--- config.mk ---
export PLATFORM = sky130hd
export DESIGN_NAME = ps2_lane_decoder
export DESIGN_NICKNAME = d
export VERILOG_FILES = /design/src/rtl/ps2_lane_decoder.sv
export SDC_FILE = /design/constraint.sdc
export NUM_CORES = 1
export LEC_CHECK = 0
export BUFFER_PORTS_ARGS = -buffer_cell sky130_fd_sc_hd__clkbuf_2
export CORE_MARGIN = 1
export CORE_UTILIZATION = 60
export CTS_CLUSTER_DIAMETER = 80
export DETAILED_ROUTE_END_ITERATION = 8
export GPL_TIMING_DRIVEN = 0
export PLACE_DENSITY = 0.83
export SLEW_MARGIN = 40
export SYNTH_ARGS = -nofsm -noshare
export SYNTH_HDL_FRONTEND = slang
export SYNTH_SLANG_ARGS = --single-unit
--- constraint.sdc ---
create_clock -name clk -period 5.6 [get_ports clk]
set_input_delay 1.12 -clock clk [delete_from_list [all_inputs] [get_ports clk]]
set_output_delay 1.12 -clock clk [all_outputs]
set_load 0.02 [all_outputs]
--- src/rtl/ps2_lane_decoder.sv ---
// rtl/ps2_lane_decoder.sv - PS/2 set-2 scan-code decoder producing A/S/D/F lane-press events
//
// Consumes the PS2_Controller byte stream and turns make codes for the four
// play keys into lane-press events buffered in a small show-ahead FIFO.
// Break codes clear the per-lane held flags; typematic repeats are swallowed.
// Extended (E0-prefixed) keys never map to lanes.
//
// Optional feature macro: PS2_LANE_TS_EN
//   defined   -> free-running TS_W-bit tick counter; each event carries the
//                tick of its make byte on evt_time.
//   undefined -> no counter, no timestamp storage, no evt_time port.
//
// Ports:
//   clk          in   1     system clock
//   reset        in   1     synchronous, active-low
//   ps2_byte     in   8     received scan-code byte
//   ps2_byte_en  in   1     1-cycle strobe, ps2_byte valid this cycle
//   evt_valid    out  1     FIFO head holds a press event
//   evt_ready    in   1     consumer accepts head (pop on evt_valid & evt_ready)
//   evt_lane     out  2     lane of head event (0=A, 1=S, 2=D, 3=F)
//   evt_time     out  TS_W  tick of head event's make byte (PS2_LANE_TS_EN only)
//   held         out  4     per-lane key-down flags
//   overflow     out  1     sticky: a press was dropped on a full FIFO

module ps2_lane_decoder #(
  parameter int DEPTH = 4,
  parameter int AW    = 2,
  parameter int TS_W  = 16
) (
  input  logic            clk,
  input  logic            reset,
  input  logic [7:0]      ps2_byte,
  input  logic            ps2_byte_en,
  output logic            evt_valid,
  input  logic            evt_ready,
  output logic [1:0]      evt_lane,
`ifdef PS2_LANE_TS_EN
  output logic [TS_W-1:0] evt_time,
`endif
  output logic [3:0]      held,
  output logic            overflow
);

  // Reject configurations the pointer arithmetic cannot handle.
  if (DEPTH != (1 << AW) || DEPTH < 2 || DEPTH > 16 || TS_W < 1) begin : g_cfg_check
    $error("ps2_lane_decoder: DEPTH must equal 2**AW within 2..16 and TS_W must be >= 1");
  end

  localparam logic [1:0] S_IDLE    = 2'd0;
  localparam logic [1:0] S_BRK     = 2'd1;
  localparam logic [1:0] S_EXT     = 2'd2;
  localparam logic [1:0] S_EXT_BRK = 2'd3;

  localparam logic [7:0] CODE_BRK = 8'hF0;
  localparam logic [7:0] CODE_EXT = 8'hE0;

  localparam logic [AW:0] FULL_CNT = (AW+1)'(DEPTH);

  // ---------------------------------------------------------------------------
  // State
  // ---------------------------------------------------------------------------
  logic [1:0]    state_q, state_d;
  logic [3:0]    held_q, held_d;
  logic          ovf_q, ovf_d;
  logic [AW-1:0] wr_ptr_q, wr_ptr_d;
  logic [AW-1:0] rd_ptr_q, rd_ptr_d;
  logic [AW:0]   cnt_q, cnt_d;
  logic [1:0]    lane_mem_q [DEPTH];

`ifdef PS2_LANE_TS_EN
  logic [TS_W-1:0] ts_q;
  logic [TS_W-1:0] ts_mem_q [DEPTH];
`endif

  // ---------------------------------------------------------------------------
  // Lane code lookup
  // ---------------------------------------------------------------------------
  logic       is_lane;
  logic [1:0] lane_code;

  always_comb begin
    is_lane   = 1'b1;
    lane_code = 2'd0;
    case (ps2_byte)
      8'h1C:   lane_code = 2'd0;
      8'h1B:   lane_code = 2'd1;
      8'h23:   lane_code = 2'd2;
      8'h2B:   lane_code = 2'd3;
      default: is_lane   = 1'b0;
    endcase
  end

  // ---------------------------------------------------------------------------
  // Scan-code FSM: advances only on strobed bytes
  // ---------------------------------------------------------------------------
  logic make_hit;
  logic brk_hit;

  always_comb begin
    state_d  = state_q;
    make_hit = 1'b0;
    brk_hit  = 1'b0;
    if (ps2_byte_en) begin
      case (state_q)
        S_IDLE: begin
          if (ps2_byte == CODE_BRK) begin
            state_d = S_BRK;
          end else if (ps2_byte == CODE_EXT) begin
            state_d = S_EXT;
          end else begin
            make_hit = is_lane;
          end
        end
        S_BRK: begin
          brk_hit = is_lane;
          state_d = S_IDLE;
        end
        S_EXT: begin
          // Extended keys are ignored, but an extended break still has a
          // trailing key byte that must not be mistaken for a make.
          state_d = (ps2_byte == CODE_BRK) ? S_EXT_BRK : S_IDLE;
        end
        S_EXT_BRK: begin
          state_d = S_IDLE;
        end
        default: begin
          state_d = S_IDLE;
        end
      endcase
    end
  end

  // ---------------------------------------------------------------------------
  // Held flags and press detection
  // ---------------------------------------------------------------------------
  logic push;

  // A make on an already-held lane is typematic repeat and is not an event.
  assign push = make_hit & ~held_q[lane_code];

  always_comb begin
    held_d = held_q;
    if (make_hit) begin
      held_d[lane_code] = 1'b1;
    end
    if (brk_hit) begin
      held_d[lane_code] = 1'b0;
    end
  end

  // ---------------------------------------------------------------------------
  // Event FIFO control
  // ---------------------------------------------------------------------------
  logic pop;
  logic full;
  logic accept;

  assign pop    = evt_valid & evt_ready;
  assign full   = (cnt_q == FULL_CNT);
  // A same-cycle pop frees the slot the push needs, so a full FIFO still
  // accepts the push in that case.
  assign accept = push & (~full | pop);

  always_comb begin
    wr_ptr_d = wr_ptr_q;
    rd_ptr_d = rd_ptr_q;
    ovf_d    = ovf_q;
    if (accept) begin
      wr_ptr_d = wr_ptr_q + AW'(1);
    end
    if (pop) begin
      rd_ptr_d = rd_ptr_q + AW'(1);
    end
    if (push && !accept) begin
      ovf_d = 1'b1;
    end
    cnt_d = cnt_q + (AW+1)'(accept) - (AW+1)'(pop);
  end

  // ---------------------------------------------------------------------------
  // Registers
  // ---------------------------------------------------------------------------
  always_ff @(posedge clk) begin
    if (!reset) begin
      state_q  <= S_IDLE;
      held_q   <= 4'b0000;
      ovf_q    <= 1'b0;
      wr_ptr_q <= '0;
      rd_ptr_q <= '0;
      cnt_q    <= '0;
    end else begin
      state_q  <= state_d;
      held_q   <= held_d;
      ovf_q    <= ovf_d;
      wr_ptr_q <= wr_ptr_d;
      rd_ptr_q <= rd_ptr_d;
      cnt_q    <= cnt_d;
    end
  end

  // Storage is cleared on reset so evt_lane reads 0 out of reset.
  always_ff @(posedge clk) begin
    if (!reset) begin
      for (int i = 0; i < DEPTH; i++) begin
        lane_mem_q[i] <= 2'd0;
      end
    end else if (accept) begin
      lane_mem_q[wr_ptr_q] <= lane_code;
    end
  end

`ifdef PS2_LANE_TS_EN
  always_ff @(posedge clk) begin
    if (!reset) begin
      ts_q <= '0;
    end else begin
      ts_q <= ts_q + TS_W'(1);
    end
  end

  always_ff @(posedge clk) begin
    if (!reset) begin
      for (int i = 0; i < DEPTH; i++) begin
        ts_mem_q[i] <= '0;
      end
    end else if (accept) begin
      ts_mem_q[wr_ptr_q] <= ts_q;
    end
  end

  assign evt_time = ts_mem_q[rd_ptr_q];
`endif

  // ---------------------------------------------------------------------------
  // Outputs: head of the show-ahead FIFO, straight from registers
  // ---------------------------------------------------------------------------
  assign evt_valid = (cnt_q != '0);
  assign evt_lane  = lane_mem_q[rd_ptr_q];
  assign held      = held_q;
  assign overflow  = ovf_q;

endmodule
## Word-level counts from Yosys, hierarchy flattened

Memory sizes are Yosys's and may differ from the RTL's. A register that Yosys moved wholly into a read port is not among the register bits.
Cells that the tools add are included.

- Output and inout bits: 8
- Memory bits (writable): 8
- Input port bits: 12
- Memories: 1
- Register bits after elaboration: 14

- Add/sub/neg operators: 4
- Bitwise logic cells: 9
- Muxes and demuxes: 27
- Order comparisons: 2
- Equal/unequal tests: 11
- Reductions and logical operators: 9

Memories:

| name | words | width | read ports | clocked after memory_dff | wr ports | RTL line | RTL |
|---|---|---|---|---|---|---|---|
| lane_mem_q | 4 | 2 | 1 | 1 | 4 | 68 | `logic [1:0] lane_mem_q [DEPTH];` |

Operators by type and width:

| cell | count |
|---|---|
| == test 8 x 5 -> 1 bit (second input constant) | 2 |
| == test 8 x 6 -> 1 bit (second input constant) | 2 |
| == test 8 bit (second input constant) | 2 |
| two-way mux 1 bit | 14 |
| two-way mux 2 bit | 7 |
| case mux 2 bit (3 select lines) | 2 |
| two-way mux 4 bit | 2 |
| adder 2 x 1 -> 2 bit (second input constant) | 2 |
| bitwise AND 4 bit | 1 |
| == test 2 bit (second input constant) | 2 |
| NOT 4 bit | 1 |
| bitwise OR 4 bit | 1 |
| OR reduction 2 bit | 2 |
| OR reduction 4 bit | 1 |
| adder 3 x 1 -> 3 bit | 1 |
| bitwise AND 1 bit | 3 |
| == test 3 bit (second input constant) | 1 |
| less-than comparator 2 x 3 -> 1 bit (second input constant) | 1 |
| != test 3 bit (second input constant) | 1 |
| nonzero test 3 bit | 1 |
| subtractor 3 x 1 -> 3 bit | 1 |
| binary-select mux 1 bit (select 2 bit) | 1 |
| demux 1 bit (select 2 bit) | 1 |
| == test 2 x 1 -> 1 bit (second input constant) | 1 |
| 7 further kinds | 9 |

## Logic depth before layout (Yosys ltp)

Gate-level depths: netlist (run 1).

- Depth in word-level cells: 14
- Mapped depth: 12
- Mapped depth without buffers: 11

## Least setup slack after synthesis (run 1)

OpenSTA, ideal clock, no wires.

- Path type: in2reg
- Start: in ps2_byte[3]
- End: reg cnt_q[2]
- Stages: 12
- Setup slack: 2214 ps
- Arrival: 3259 ps
- Data required time: 5472 ps
- Cells stage by stage: buf_2 -> and3b_4 -> o2bb2ai_2 -> a22oi_4 -> nand4_4 -> ha_1 -> inv_1 -> ha_1 -> fa_1 -> xnor2_1 -> xnor2_1 -> nor2_1

- Longest elaborated chain between the ends: 11
- Elaborated cells on any way between the ends: 20
- Those cells by class: add/sub (2); eq/ne (6); mux (8); bitwise (3); reduce/logical (1)

Ends and longest elaborated chain:

| what | RTL line | RTL |
|---|---|---|
| start, declared | 32 | `input logic [7:0] ps2_byte,` |
| == test 8 x 6 -> 1 bit / == test 8 x 5 -> 1 bit (equally long branches) | 84 | `case (ps2_byte)` |
| OR reduction 4 bit (no source line) | n/a |  |
| two-way mux 1 bit | 84 |  |
| two-way mux 1 bit | 108 | `end else if (ps2_byte == CODE_EXT) begin` |
| two-way mux 1 bit | 106 | `if (ps2_byte == CODE_BRK) begin` |
| two-way mux 1 bit | 104 | `case (state_q)` |
| two-way mux 1 bit | 103 | `if (ps2_byte_en) begin` |
| bitwise AND 1 bit (*) | 139 | `assign push = make_hit & ~held_q[lane_code];` |
| bitwise AND 1 bit (*) | 162 | `assign accept = push & (~full \| pop);` |
| adder 3 x 1 -> 3 bit (*) | 177 | `cnt_d = cnt_q + (AW+1)'(accept) - (AW+1)'(pop);` |
| subtractor 3 x 1 -> 3 bit (*) | 177 |  |
| end signal, assigned | 197 | `cnt_q <= cnt_d;` |
| end, declared | 67 | `logic [AW:0] cnt_q, cnt_d;` |

Mark *: on every way between the ends. The rest lies on a longest branch, timed or not. The select of a mux whose other input is x is not followed.
A chain may end at the register's enable or synchronous reset.

## Final worst setup path (run 1)

- Start: in ps2_byte[7]
- End: reg cnt_q[2]

Same word-level chain as after synthesis.

==> results of run 1 <==
## synth_stat cells, types with 3 or more instances
| master | number | share of area |
|---|---|---|
| a21oi_1 | 5 | 0.018 |
| and2_1 | 4 | 0.018 |
| dfxtp_1 | 16 | 0.23 |
| edfxtp_1 | 8 | 0.18 |
| inv_1 | 11 | 0.030 |
| nand2_1 | 8 | 0.022 |
| nand4_1 | 4 | 0.018 |
| nor2_1 | 15 | 0.041 |
| nor2b_1 | 3 | 0.014 |
| nor3_1 | 9 | 0.033 |
| o21ai_0 | 3 | 0.011 |
| xnor2_1 | 3 | 0.019 |
## per-stage QoR
step | setup slack (ps) | cells | instance area [µm²] | utilization
2_1_floorplan | 2214 | 137 | 1370 | -
3_3_place_gp | 2023 | 180 | 1484 | 0.7197
3_5_place_dp | 1933 | 180 | 1484 | 0.7197
4_1_cts | 2262 | 184 | 1536 | 0.7451
5_1_grt | 2085 | 184 | 1536 | 0.7451
6_report | 2228 | 184 | 1536 | 0.7451
## cells in the final DEF (no fill, tap or decap), types with 2 or more instances in the layout
master / netlist / routed
a21oi_1: 5 / 5
buf_2: 2 / 2
xor2_1: 2 / 2
clkbuf_2: 0 / 16
nor3_1: 9 / 9
edfxtp_1: 8 / 8
xnor2_1: 3 / 3
mux2i_1: 2 / 2
mux4_2: 2 / 2
nor2b_1: 3 / 3
a31o_2: 2 / 2
clkbuf_1: 2 / 2
nand4_1: 4 / 4
clkbuf_4: 0 / 3
a31oi_1: 2 / 2
o21ai_0: 3 / 3
nand2_1: 8 / 8
dfxtp_1: 16 / 16
nor2_1: 15 / 15
and2_1: 4 / 4
nand3b_1: 2 / 2
o31ai_1: 2 / 2
inv_1: 11 / 11
nor4_1: 2 / 2
ha_1: 2 / 2
nand3_1: 2 / 2
## power groups by stage
| stage | logic (mW) | registers, mW | clock network, mW |
|---|---|---|---|
| final | 0.123 | 0.217 | 0.124 |
| after global routing | 0.140 | 0.220 | 0.131 |
| after global placement | 0.119 | 0.219 | 0 |
| after detailed placement | 0.123 | 0.221 | 0 |
| after CTS | 0.123 | 0.217 | 0.124 |
| after floorplan | 0.0964 | 0.216 | 0 |
## kinds of logic after synthesis
group / after synthesis / share of synthesized area
flip-flops: 24 / 0.4091
XOR/XNOR: 5 / 0.03197
AO/OA/AOI/OAI: 24 / 0.1671
multiplexers: 4 / 0.04749
buffers and inverters: 15 / 0.04293
AND/OR/NAND/NOR: 62 / 0.2685
adder cells (fa/ha/maj): 3 / 0.03287
## how the worst max path moves through the flow
stage	end	cells past startpoint	start	slack (ps)
2_1_floorplan	cnt_q[2]$_SDFF_PN0_	12	ps2_byte[3]	2210
3_3_place_gp	cnt_q[2]$_SDFF_PN0_	12	ps2_byte[5]	2020
3_5_place_dp	cnt_q[2]$_SDFF_PN0_	12	ps2_byte[5]	1930
4_1_cts	cnt_q[2]$_SDFF_PN0_	12	ps2_byte[5]	2260
5_1_grt	cnt_q[2]$_SDFF_PN0_	12	ps2_byte[5]	2090
6_report	cnt_q[2]$_SDFF_PN0_	12	ps2_byte[7]	2230
## state kept, by name, indices dropped and copies added, names as in the netlist, named ones only
register,cells
cnt_q,3
held,4
lane_mem_q,8
overflow,1
rd_ptr_q,2
state_q,2
wr_ptr_q,2
## critical path, cell delays in order
cell and delay (ps):
clkbuf_2 120, nor2_1 350, o211ai_4 170, a22oi_4 290, nand4_4 220, ha_1 330, inv_1 40, ha_1 180
fa_1 380, xnor2_1 190, xnor2_1 140, nor2_1 50
## final cells by class
class,count,area share
clock inverters,1,0.01954
plain buffers,4,0.01140
flip-flops and latches,24,0.3648
multi-input cells,98,0.4886
inverters,11,0.02687
clock buffers,3,0.01466
repair buffers,16,0.05212
well taps,27,0.02199
## metal layers
metal / vias up / GRT usage
li1: 541 / -
met1: 508 / 0.3372
met2: 37 / 0.4167
met3: 4 / 0.06481
met4: 0 / 0.05238
met5: - / 0
==> results.md, run 1 <==
- Final HPWL DP: 2.177 mm
- All-Layer GR Usage: 0.2544
- Setup bufs post-CTS: 0
- R2R Setup Slk: 2810 ps
- Switching Share: 0.2897
- Resized Gates After CTS: 0
- Initial antenna violation count: 0
- Worst clock skew: 11.38 ps
- 1st-iter DRT viols: 27
- PD cells: 302.4 nW/µm²
- Fmax: 0.2966 GHz
- I/O Buffers: 16
- Part of the power in combinational logic: 0.264
- Largest fanout on the critical path: 9
- Multi-input logic area: 750.7 µm²
- DIE AREA: 2479 µm²
- Io pins: 20
- Crit path kind: in2reg
- Avg Cell Area, Syn: 10.00 µm²
- WL per Instance: 15.37 µm
- Pin count of the biggest net entering global routing: 15
- Clock Latency Late Sink: 320 ps
- Antenna-violating nets left: 0
- Clk pwr share: 0.268
- Measured slew at the worst slew-check pin: 806.5 ps
- Hold Crit Start: overflow$_SDFFE_PN0P_
- Synth warn: 0
- Die X: 49.79 µm
- Vias: 1,090
- Worst setup EP type: flip-flop
- Sequential power share: 0.468
- Int Pwr: 0.3300 mW
- VDD IR max: 0.2628 mV
- Clock sink total: 24
- Layout cell share with drive strength beyond 1: 0.2739
- Antenna diodes: 0
- Worst reg2reg path depth: 10
- Met3 WL post-DR: 149 µm
- Top sig layer: met4
- Clock Pin Slew Worst Setup and Hold Paths: 120 ps
- Synthesis-stage register bit count: 24
- Status: finished, final reports clean
- Final setup violating endpoints: 0
- Number of global-route vias before repair: 1,076
- CTS tree: done
- Ys async rst share: 0
- Fillcell total: 145
- Met1 WL: 1.299 mm
- Hold Crit Class: reg2reg
- DRT Pass-1 Iters: 4
- Relative slew slack: 0.4548
- Period Utilization, post-route: 0.6021
- Setup TNS: 0 ps
- Post-synthesis sequential area ratio: 0.4091
- Num CTS Buffers: 3
- Hold_buf cts: 0
- Initial Util: 0.6644
- Placer congestion estimate: 0.8616
- Hold Fails Final Rpt: 0
- Register area: 560.5 µm²
- NetSw: 0.1346 mW
- Dominant synthesized flop cell: dfxtp_1
- Total power: 0.4646 mW
- Overflow after GRT: 0
- Longest Clk Path Bufs: 2
- Worst reg2reg startpoint: state_q[0]$_SDFFE_PN0P_
- Synth Cell Area: 1370 µm²
- Syn Nets: 152
- Hold Crit Depth: 2
- Vias per inst: 5.924
- Max Slew Vio Count: 0
- Core area: 2062 µm²
- Routed WL: 2.828 mm
- Hold EP: overflow$_SDFFE_PN0P_
- Leak: 0.5534 nW
- RR Endpoint: cnt_q[2]$_SDFF_PN0_
- Final min period: 3372 ps
- Number of flops mapped to enable cells by yosys: 8
- Synth cell types: 48
- Synth Instances: 137
- Met2 WL: 1.361 mm
- DRC violations left: 0
- H-tree depth: 1
- Max_cap viols: 0
- First-pass GRT wire length: 4.823 mm
- Critical path arrival: 3570 ps
- Die height: 49.79 µm
- Std-Cell Rows: 16
- Area grow syn2layout: 12.15%
- WHS: 493.4 ps
- Final nets: 173
- Root Buffer: clkbuf_4
- WP data required: 5800 ps
- CP startpoint kind: primary input
- RSZ-0062 raised after global routing: no
No activity file was read; power rests on OpenSTA's default activity.
==> run 2: changes to the inputs <==
- CORE_UTILIZATION: 60 -> 50
- PLACE_DENSITY: 0.83 -> 0.74
- clock period: 5.6 -> 3.1 ns (I/O delays scaled with it)
==> results.md, run 2 (synthesized netlist as in run 1, its figures left out) <==
- Number of global-route vias before repair: 1,021 (-5.1%)
- Longest Clk Path Bufs: 2 (unchanged)
- VDD IR max: 0.5072 mV (+93%)
- Sequential power share: 0.481 (+0.013)
- Fin area: 1535 µm² (about the same)
- Worst Path Buf+Inv: 1 (-1)
- Max_cap viols: 0 (unchanged)
- Final nets: 173 (unchanged)
- Num CTS Buffers: 3 (unchanged)
- Measured slew at the worst slew-check pin: 719.1 ps (-87.31 ps)
- Max FFs per register: 8 (unchanged)
- Placed Area: 1488 µm² (+0.25%)
- Crit-path max cell delay: 430 ps (+50 ps)
- Largest fanout on the critical path: 9 (unchanged)
- Relative slew slack: 0.5138 (+0.05902)
- Fmax: 0.3548 GHz
- Period Utilization, post-route: 0.9091
- All-Layer GR Usage: 0.2192 (-0.03522)
- Worst clock skew: 4.600 ps (-6.777 ps)
- Area grow syn2layout: 12.05% (about the same)
- Int Pwr: 0.5661 mW (+72%)
- Routed WL: 2.730 mm (-3.5%)
- Final core utilization: 0.6086 (-0.1365)
- Critical path arrival: 3020 ps (-550 ps)
- Worst Slack Setup Final: 281.8 ps (-1946 ps)
- NetSw: 0.2448 mW (+82%)
- First-pass GRT wire length: 4.581 mm (-5.0%)
- RSZ-0062 raised after global routing: no
- Hold Fails Final Rpt: 0 (unchanged)
- Hold_buf cts: 0 (unchanged)
- Most frequent cells in the layout: dfxtp_1, clkbuf_2, nor2_1, inv_1, nor3_1
- Leak: 0.5516 nW (-0.33%)
- Worst setup EP type: flip-flop
- Die height: 54.35 µm (+9.2%)
- Slowest CP cell: or3b_4
- WHS: 500.0 ps (+6.660 ps)
- Worst path top cell family by delay: adder cells
- Pin count of the biggest net entering global routing: 15 (unchanged)
- Vias: 1,107 (+1.6%)
- H-tree depth: 1 (unchanged)
- Setup bufs post-CTS: 0 (unchanged)
- DRT Pass-1 Iters: 4 (unchanged)
- Status: finished, final reports clean
- DRC violations left: 0 (unchanged)
- Max Slew Vio Count: 0 (unchanged)
- PD cells: 528.2 nW/µm² (+75%)
- Root Buffer: clkbuf_4
- Std-Cell Rows: 18 (+2)
- Final HPWL DP: 2.145 mm (-1.5%)
- Placer congestion estimate: 0.8237 (-4.4%)
- 1st-iter DRT viols: 31 (+15%)
- Clock Pin Slew Worst Setup and Hold Paths: 130 ps (about the same)
- Register bank with the most flops: lane_mem_q
- Crit path kind: reg2reg
- Initial Util: 0.5432 (-0.1213)
- Final setup violating endpoints: 0 (unchanged)
- Total power: 0.8109 mW (+75%)
- Antenna diodes: 0 (unchanged)
- Layout cell share with drive strength beyond 1: 0.2739 (unchanged)
- Switching Share: 0.3019 (+0.01226)
- Clock Latency Late Sink: 310 ps (about the same)
- Clk pwr share: 0.238 (-0.030)
- Overflow after GRT: 0 (unchanged)
- Final min period: 2818 ps
- DP Worst Slack: -53.39 ps (-1986 ps)
- Die X: 54.35 µm (+9.2%)
- Initial antenna violation count: 0 (unchanged)
- CTS tree: done
- Vias per inst: 5.920 (about the same)
- Resized Gates After CTS: 0 (unchanged)
- Clock sink total: 24 (unchanged)
- CP startpoint kind: flip-flop
- Core area: 2522 µm² (+22%)
- DIE AREA: 2953 µm² (+19%)
- WP data required: 3300 ps (-2500 ps)
- I/O Buffers: 16 (unchanged)
- Part of the power in combinational logic: 0.281 (+0.017)
- CP Cell Sequence: or3b_4 > a41oi_2 > nand4_4 > ha_1 > inv_1 > ha_1 > fa_1 > xnor2_1 > xnor2_1 > nor2_1
- Io pins: 20 (unchanged)
- WL per Instance: 14.60 µm (-5.0%)
- Hold Crit Class: reg2reg
- Antenna-violating nets left: 0 (unchanged)
[run 2: cell types whose count changed in the layout (fill, tap and decap cells not counted), sizes merged]
cell and change:
clkbuf +1, bufinv -1
[run 2: layer usage]
metal / vias up / global-route usage / share of wire
met5: - / 0 / 0
met4: 0 / 0.07265 / 0.0059
met3: 2 / 0.04722 / 0.041
met2: 25 / 0.3659 / 0.51
met1: 536 / 0.2782 / 0.44
li1: 544 / - / -
[run 2: worst reg2reg max path: stages, from the launching register on]
cell     delay (ps)
dfxtp_1         410
or3b_4          430
a41oi_2         340
nand4_4         220
ha_1            330
inv_1            40
ha_1            190
fa_1            400
xnor2_1         180
xnor2_1         130
nor2_1           50
[run 2: worst paths after layout]
kind | from | end | slack (ps) | cells after the start
worst min-delay path | overflow$_SDFFE_PN0P_ | overflow$_SDFFE_PN0P_ | 500 | 2
worst max-delay path | state_q[0]$_SDFFE_PN0P_ | cnt_q[2]$_SDFF_PN0_ | 280 | 10
worst max register to register | state_q[0]$_SDFFE_PN0P_ | cnt_q[2]$_SDFF_PN0_ | 280 | 10
worst min register to register | overflow$_SDFFE_PN0P_ | overflow$_SDFFE_PN0P_ | 500 | 2
[run 2: area by class of cell]
type,count,area (µm²)
Fill cell,240,987.2
Multi-Input combinational cell,98,750.7
Sequential cell,24,560.5
Timing Repair Buffer,16,80.08
Clock buffer,4,47.55
Inverter,11,41.29
Tap cell,30,37.54
Buffer,4,17.52
[run 2: stage by stage]
step | std cells | TNS, ps
final | 187 | 0
after global routing | 187 | 0
after CTS | 187 | 0
after detailed placement | 183 | -53.39
after global placement | 183 | 0
after floorplan | 137 | 0
[run 2: power by group through the flow]
stage / Sequential (mW) / Combinational [mW] / Clock, mW
finish: 0.390 / 0.228 / 0.193
global placement: 0.396 / 0.215 / 0
CTS: 0.391 / 0.231 / 0.199
detailed placement: 0.399 / 0.230 / 0
floorplan: 0.391 / 0.174 / 0
global route: 0.397 / 0.253 / 0.212
==> run 3: changes to the inputs <==
- BUFFER_PORTS_ARGS: -buffer_cell sky130_fd_sc_hd__clkbuf_2 -> default
- CORE_UTILIZATION: 50 -> 55
- DONT_BUFFER_PORTS: default -> 1
- MAX_ROUTING_LAYER: default -> met4
- PLACE_DENSITY: 0.74 -> 0.73
==> results.md, run 3 (synthesized netlist as in run 1, its figures left out) <==
- Status: finished, final reports clean
- CP Cell Sequence: or3b_4 > a41oi_2 > nand4_4 > ha_1 > inv_1 > ha_1 > fa_1 > xnor2_1 > xnor2_1 > nor2_1
- Antenna-violating nets left: 0 (unchanged)
- Final nets: 157 (-9.2%)
- WP data required: 3300 ps (about the same)
- DIE AREA: 2695 µm² (-8.8%)
- Final HPWL DP: 2.031 mm (-5.3%)
- Final setup violating endpoints: 0 (unchanged)
- Final min period: 2773 ps (-44.73 ps)
- Clock Pin Slew Worst Setup and Hold Paths: 110 ps (-20 ps)
- Io pins: 20 (unchanged)
- Switching Share: 0.3073 (+0.005392)
- Initial antenna violation count: 0 (unchanged)
- Part of the power in combinational logic: 0.272 (-0.009)
- Initial Util: 0.6020 (+0.05882)
- Register bank with the most flops: lane_mem_q
- I/O Buffers: 0 (-16)
- RSZ-0062 raised after global routing: no
- Hold Crit Class: in2reg
- Longest Clk Path Bufs: 2 (unchanged)
- Sequential power share: 0.540 (+0.059)
- Largest fanout on the critical path: 9 (unchanged)
- First-pass GRT wire length: 4.264 mm (-6.9%)
- Num CTS Buffers: 3 (unchanged)
- 1st-iter DRT viols: 24 (-23%)
- Hold_buf cts: 0 (unchanged)
- CTS tree: done
- Die height: 51.91 µm (-4.5%)
- Crit-path max cell delay: 430 ps (about the same)
- Leak: 0.4711 nW (-15%)
- VDD IR max: 0.4132 mV (-19%)
- Setup TNS: 0 ps (unchanged)
- Routed WL: 2.600 mm (-4.8%)
- CP startpoint kind: flip-flop
- Worst setup EP type: flip-flop
- Worst reg2reg path depth: 10 (unchanged)
- PD cells: 505.5 nW/µm² (-4.3%)
- Core area: 2276 µm² (-9.8%)
- Worst Slack Setup Final: 326.5 ps (+44.73 ps)
- Layout cell share with drive strength beyond 1: 0.1844 (-0.08949)
- Overflow after GRT: 0 (unchanged)
- Period Utilization, post-route: 0.8947 (-0.01443)
- Worst clock skew: 4.948 ps (+0.3474 ps)
- DRC violations left: 0 (unchanged)
- Fmax: 0.3606 GHz (+1.6%)
- Hold Fails Final Rpt: 0 (unchanged)
- Die X: 51.91 µm (-4.5%)
- NetSw: 0.2224 mW (-9.2%)
- Area grow syn2layout: 4.475%
- Vias: 1,035 (-6.5%)
- All-Layer GR Usage: 0.2298 (+0.01066)
- Max_cap viols: 0 (unchanged)
- Critical path arrival: 2970 ps (-50 ps)
- Int Pwr: 0.5012 mW (-11%)
- Clk pwr share: 0.188 (-0.050)
- Slowest CP cell: or3b_4
- Std-Cell Rows: 17 (-1)
- Root Buffer: clkbuf_4
- Most common cell after layout, fill and taps aside: dfxtp_1
- Resized Gates After CTS: 0 (unchanged)
- Antenna diodes: 0 (unchanged)
- Placer congestion estimate: 0.8457 (+2.7%)
- DP Worst Slack: 21.53 ps (+74.92 ps)
- Max FFs per register: 8 (unchanged)
- WL per Instance: 15.38 µm (+5.4%)
- Measured slew at the worst slew-check pin: 757.9 ps (+38.74 ps)
- Max Slew Vio Count: 0 (unchanged)
- Hold Crit Depth: 2 (unchanged)
- Clock sink total: 24 (unchanged)
- Setup bufs post-CTS: 0 (unchanged)
- Most frequent cells in the layout: dfxtp_1, nor2_1, inv_1, nor3_1
- Relative slew slack: 0.4876 (-0.02619)
- DRT Pass-1 Iters: 4 (unchanged)
- Number of global-route vias before repair: 985 (-3.5%)
- H-tree depth: 1 (unchanged)
- Clock Latency Late Sink: 310 ps (about the same)
- Vias per inst: 6.124 (+3.5%)
- Crit path kind: reg2reg
- Pin count of the biggest net entering global routing: 14 (-1)
-- run 3: area by class of cell --
class	count	area, µm²
Fill cell	187	844.6
Sequential cell	24	560.5
Inverter	11	41.29
Tap cell	28	35.03
Multi-Input combinational cell	98	750.7
Buffer	4	17.52
Clock buffer	4	26.28
-- run 3: final timing paths --
check                                  to                startpoint  slack (ps)
hold reg to reg                 flip-flop  rd_ptr_q[1]$_SDFFE_PN0P_         550
hold / removal    state_q[1]$_SDFFE_PN0P_               ps2_byte_en         470
setup / recovery      cnt_q[2]$_SDFF_PN0_   state_q[0]$_SDFFE_PN0P_         330
setup reg to reg      cnt_q[2]$_SDFF_PN0_   state_q[0]$_SDFFE_PN0P_         330
-- run 3: power by group through the flow --
stage / combinational, mW / sequential (mW) / clock [mW]
after floorplan: 0.174 / 0.391 / 0
after global placement: 0.192 / 0.397 / 0
after detailed placement: 0.197 / 0.399 / 0
after CTS: 0.199 / 0.391 / 0.143
after global routing: 0.222 / 0.397 / 0.155
final: 0.197 / 0.391 / 0.136
-- run 3: per-stage QoR --
stage                     std cells  hold slack [ps]  total power, mW  utilization  area, µm²
after detailed placement        165            531.0           0.5956       0.6174       1405
after global routing            169            449.6           0.7746       0.6289       1431
after global placement          165            505.0           0.5893       0.6174       1405
final                           169            473.2           0.7236       0.6289       1431
after floorplan                 137            484.7           0.5652            -       1370
after CTS                       169            460.1           0.7327       0.6289       1431
-- run 3: critical path, delay by kind of cell, from the launching register on --
family                   cells  cell delay, ps
AO/OA/AOI/OAI                1             330
XOR/XNOR                     2             320
adder cells (fa/ha/maj)      3             880
buffers and inverters        1              40
flip-flops                   1             400
AND/OR/NAND/NOR              3             700
-- run 3: metal layers --
layer  GRT usage  vias up  wire (µm)
li1            -      505          -
met1      0.2652      493       1156
met2      0.3697       33       1249
met3     0.06140        4        154
met4      0.1081        0         39
met5           -        -          0
